[config.mk]
export PLATFORM = sky130hd
export DESIGN_NAME = ysyx_22050550_fetch_redirect_ctrl
export DESIGN_NICKNAME = d
export VERILOG_FILES = /design/src/rtl/ysyx_22050550_fetch_redirect_ctrl.sv
export SDC_FILE = /design/constraint.sdc
export NUM_CORES = 1
export LEC_CHECK = 0
export BUFFER_PORTS_ARGS = -buffer_cell sky130_fd_sc_hd__buf_2
export CORE_AREA = 2 2 167 169
export DETAILED_ROUTE_END_ITERATION = 7
export DIE_AREA = 0 0 169 171
export HOLD_SLACK_MARGIN = 0.1
export PLACE_DENSITY = 0.68
export SYNTH_ARGS = -nofsm -noshare
export SYNTH_HDL_FRONTEND = slang
export SYNTH_SLANG_ARGS = --single-unit
export TNS_END_PERCENT = 20
[constraint.sdc]
create_clock -name clk_i -period 2.1 [get_ports clk_i]
set_input_delay 0.315 -clock clk_i [delete_from_list [all_inputs] [get_ports clk_i]]
set_output_delay 0.315 -clock clk_i [all_outputs]
set_load 0.05 [all_outputs]
[src/rtl/ysyx_22050550_fetch_redirect_ctrl.sv]
// ysyx_22050550_fetch_redirect_ctrl: fetch PC sequencer with redirect arbitration and stale-fetch discard
// Ports:
//   clk_i, rst_ni                  clock, asynchronous active-low reset
//   redir_{trap,mret,br}_valid_i/pc_i  redirect requests, priority trap > mret > br
//   imem_req_valid_o/ready_i/addr_o    single-outstanding instruction fetch request
//   imem_resp_valid_i/data_i           fetch response pulse and instruction
//   if_valid_o/if_pc_o/if_inst_o, id_ready_i  instruction handed to decode
//   flush_o                        redirect accepted this cycle
//   redir_cnt_o                    wrapping count of accepted redirects
module ysyx_22050550_fetch_redirect_ctrl #(
  parameter int unsigned       ADDR_W   = 64,
  parameter logic [ADDR_W-1:0] RESET_PC = ADDR_W'(64'h8000_0000),
  parameter int unsigned       CNT_W    = 32
) (
  input  logic              clk_i,
  input  logic              rst_ni,
  input  logic              redir_trap_valid_i,
  input  logic [ADDR_W-1:0] redir_trap_pc_i,
  input  logic              redir_mret_valid_i,
  input  logic [ADDR_W-1:0] redir_mret_pc_i,
  input  logic              redir_br_valid_i,
  input  logic [ADDR_W-1:0] redir_br_pc_i,
  output logic              imem_req_valid_o,
  input  logic              imem_req_ready_i,
  output logic [ADDR_W-1:0] imem_req_addr_o,
  input  logic              imem_resp_valid_i,
  input  logic [31:0]       imem_resp_data_i,
  output logic              if_valid_o,
  output logic [ADDR_W-1:0] if_pc_o,
  output logic [31:0]       if_inst_o,
  input  logic              id_ready_i,
  output logic              flush_o,
  output logic [CNT_W-1:0]  redir_cnt_o
);
  typedef enum logic [2:0] {IDLE, REQ, WAIT, KILL, HOLD} state_e;
  state_e            state_q, state_d;
  logic [ADDR_W-1:0] pc_q, pc_d, sel, tgt, if_pc_q;
  logic [31:0]       if_inst_q;
  logic [CNT_W-1:0]  cnt_q;
  logic              req_valid_q, if_valid_q, redir;
  assign redir = redir_trap_valid_i | redir_mret_valid_i | redir_br_valid_i;
  assign sel = redir_trap_valid_i ? redir_trap_pc_i : redir_mret_valid_i ? redir_mret_pc_i : redir_br_pc_i;
  assign tgt = {sel[ADDR_W-1:2], 2'b00};
  assign flush_o = redir & rst_ni;
  assign imem_req_valid_o = req_valid_q;
  // The request address is the fetch PC itself, so a redirect in REQ retargets the pending request.
  assign imem_req_addr_o = pc_q;
  assign if_valid_o = if_valid_q;
  assign if_pc_o = if_pc_q;
  assign if_inst_o = if_inst_q;
  assign redir_cnt_o = cnt_q;
  always_comb begin
    state_d = state_q;
    pc_d = redir ? tgt : pc_q;
    case (state_q)
      IDLE: state_d = REQ;
      REQ:  state_d = !imem_req_ready_i ? REQ : redir ? KILL : WAIT;
      WAIT: state_d = imem_resp_valid_i ? (redir ? REQ : HOLD) : (redir ? KILL : WAIT);
      // KILL owns exactly one response: the one belonging to the request it replaced.
      KILL: state_d = imem_resp_valid_i ? REQ : KILL;
      HOLD: begin
        state_d = (redir | id_ready_i) ? REQ : HOLD;
        pc_d = redir ? tgt : id_ready_i ? pc_q + ADDR_W'(4) : pc_q;
      end
      default: state_d = IDLE;
    endcase
  end
  always_ff @(posedge clk_i or negedge rst_ni) begin
    if (!rst_ni) begin
      state_q <= IDLE;
      pc_q <= RESET_PC;
      req_valid_q <= 1'b0;
      if_valid_q <= 1'b0;
      if_pc_q <= RESET_PC;
      if_inst_q <= '0;
      cnt_q <= '0;
    end else begin
      state_q <= state_d;
      pc_q <= pc_d;
      req_valid_q <= state_d == REQ;
      if_valid_q <= state_d == HOLD;
      if (state_q == WAIT && imem_resp_valid_i && !redir) begin
        if_pc_q <= pc_q;
        if_inst_q <= imem_resp_data_i;
      end
      if (redir) cnt_q <= cnt_q + CNT_W'(1);
    end
  end
endmodule

==> flow_summary.ini <==
[setup_path]
rrSetupSlack_ps = 30
critPathRequiredTime_ps = 2450
reg2reg_depth = 7
crit_top_cell = buf_4
crit_path_start_kind = flop
endpoint_kind = flop
r2r_end = imem_req_addr_o[47]
worst-setup-path-type = flop to flop
r2r_start = imem_req_addr_o[12]
cp_slowest_cell = or4_1
crit_fanout = 8
crit_chain = nand4_1, buf_4, nor4_4, buf_4, nand4_4, or4_1, a31oi_1
crit_family = simple AND/OR/NAND/NOR gates
worstPathArrival_ps = 2420
cpPeakStageDelay_ps = 430
crit_buf_inv = 2

[synthesis]
syn-cell-area_um2 = 10400
yosys_most_used_dff = dfrtp_1
synth.top_cell.area_share = 0.460
yosysUniqueCellTypes = 74
synthTopCellsByArea = dfrtp_1, mux2_2, mux2i_1, nand2_1, o21ai_0
synth_cells = 1023
synth_edf_count = 0
yosys_warnings = 0
yosys.area.top_type = dfrtp_1
synth_seq_cells = 193
async_reset_ff_frac = 1.00
avgSynthCellArea_um2 = 10.2
ys_seq_area_frac = 0.465

[sta]
hold_violations = 0
setup_viol = 0
period_share = 0.984
post-route-min-period_ps = 2070
skew_ps = 21.1
max_freq_mhz = 484
hold_ws_ps = 58.6
slew_headroom = 0.427
rsz0062_at_grt = yes
worst_pin_slew_ps = 859
timing.final.ws_setup_ps = 33.2
report.final.slew_viol_count = 0
finalSetupTns_ps = 0

[global_route]
gr-usage-all-layers = 0.274
overflow = 0
antenna_found_initial = 5
grt_pass1_wl_mm = 59.7
grt_max_degree = 146
grt_pass1_vias = 10200

[floorplanning]
fp.dieW_um = 169
rows = 61
dieArea_um2 = 28900
coreArea_um2 = 27300
start_util = 0.380
fp.dieH_um = 171
pin_count = 427

[clock_network]
cts_buffers = 17
numClockSinks = 193
clk_pin_slew_ps = 90
cts_tree = built
htree_num_levels = 4
clock_path_buffers = 2
cts-root-buf = clkbuf_16
clk_latency_ps = 440

[placed_design]
port-buffer-count = 416
hpwl_mm = 31.4
pre_cts_ws_ps = -145
gp_congestion = 0.906

[worst_hold_path]
min_path_type = primary input to asynchronous set/reset pin

[drt]
wire_per_inst_um = 21.4
dr_total_vias = 10500
postRouteAntennaNets = 0
drt_first_pass_iters = 5
drc_errors = 0
routed_wl_mm = 40.8
first_iter_violations = 908
vias_per_cell = 5.51

[final_layout]
area_delta_synth_final_pct = 42.1
finalNetCount = 1783
mostFrequentLayoutCells = buf_2, dfrtp_1, buf_4
utilization = 0.541
drive_gt1_frac = 0.485
fill_cells = 2460
final_common_cell = buf_2

[pwr]
leakage_nw = 7.46
vdd_ir_drop_max_v = 0.000430
power_mw = 10.5
p_per_area_nw_per_um2 = 708

[status]
status = finished clean

[run]
drv_cap = 0
==> worst max-delay path by stage <==
stage | from | end | slack, ps | cells past startpoint
detailed placement | redir_mret_valid_i | imem_req_addr_o[15] | -140 | 8
floorplan | imem_req_addr_o[38] | imem_req_addr_o[58] | -60 | 5
CTS | imem_req_addr_o[5] | imem_req_addr_o[34] | -9 | 8
global placement | redir_mret_valid_i | imem_req_addr_o[15] | -140 | 8
global route | imem_req_addr_o[31] | imem_req_addr_o[41] | -50 | 5
finish | imem_req_addr_o[12] | imem_req_addr_o[47] | 30 | 7
==> logic make-up after synthesis <==
family | count (synthesis) | synth area share
compound gates | 230 | 0.143
simple gates | 343 | 0.183
other cells | 1 | 0.000361
flops | 193 | 0.465
xor+xnor | 36 | 0.0303
mux | 136 | 0.142
fa+ha+maj | 2 | 0.00241
buf+inv | 82 | 0.0341
==> report_power, final <==
part | total [mW] | leakage (nW) | internal [mW] | switching [mW]
registers | 4.31 | 2.46 | 4.01 | 0.299
clock network | 3.29 | 0.290 | 1.60 | 1.69
logic | 2.86 | 4.71 | 0.912 | 1.95
total | 10.5 | 7.46 | 6.52 | 3.94
==> synth_stat cells, drive strengths merged (22+ instances only) <==
master,number
nand3,40
mux2i,41
nand4,43
nor2,49
mux2,95
nand2,99
buf,32
dfrtp,191
nor3,22
a21oi,45
clkbuf,40
xnor2,23
o21ai,74
==> per-stage QoR <==
stage | instance area, µm² | std cells
5_1_grt | 14800 | 1908
6_report | 14800 | 1910
3_5_place_dp | 13900 | 1848
3_3_place_gp | 13900 | 1848
2_1_floorplan | 10500 | 1026
4_1_cts | 14600 | 1895
==> area by class of cell <==
cell class,instances,area (µm²),area share
diodes,2,5.00,0.000339
clock buffers,17,425,0.0288
clock inverters,15,159,0.0108
inverters,10,37.5,0.00254
multi-input cells,751,5310,0.360
flip-flops and latches,193,4870,0.330
well taps,346,433,0.0293
repair buffers,576,3520,0.239
==> registers in the layout (all words and copies together), names as in the netlist <==
signal,count
if_inst_o,32
if_pc_o,62
if_valid_o,1
imem_req_addr_o,62
imem_req_valid_o,1
redir_cnt_o,32
state_q,3
==> layer usage <==
| layer | part of all wire | global-route usage |
|---|---|---|
| met1 | 0.41 | 0.332 |
| met2 | 0.50 | 0.486 |
| met3 | 0.065 | 0.0509 |
| met4 | 0.033 | 0.102 |
| met5 | 0.00059 | 0 |
==> timing repair <==
item | in CTS | in global routing
setup endpoints to repair | 4 | 26
buffers inserted | 1 | 13
hold buffers | 14 | 0
gates resized for setup | 0 | 16
endpoints found under the hold margin | 14 | 0
pin swaps | 4 | 12
Note: power is estimated with default switching activity, not from simulation.
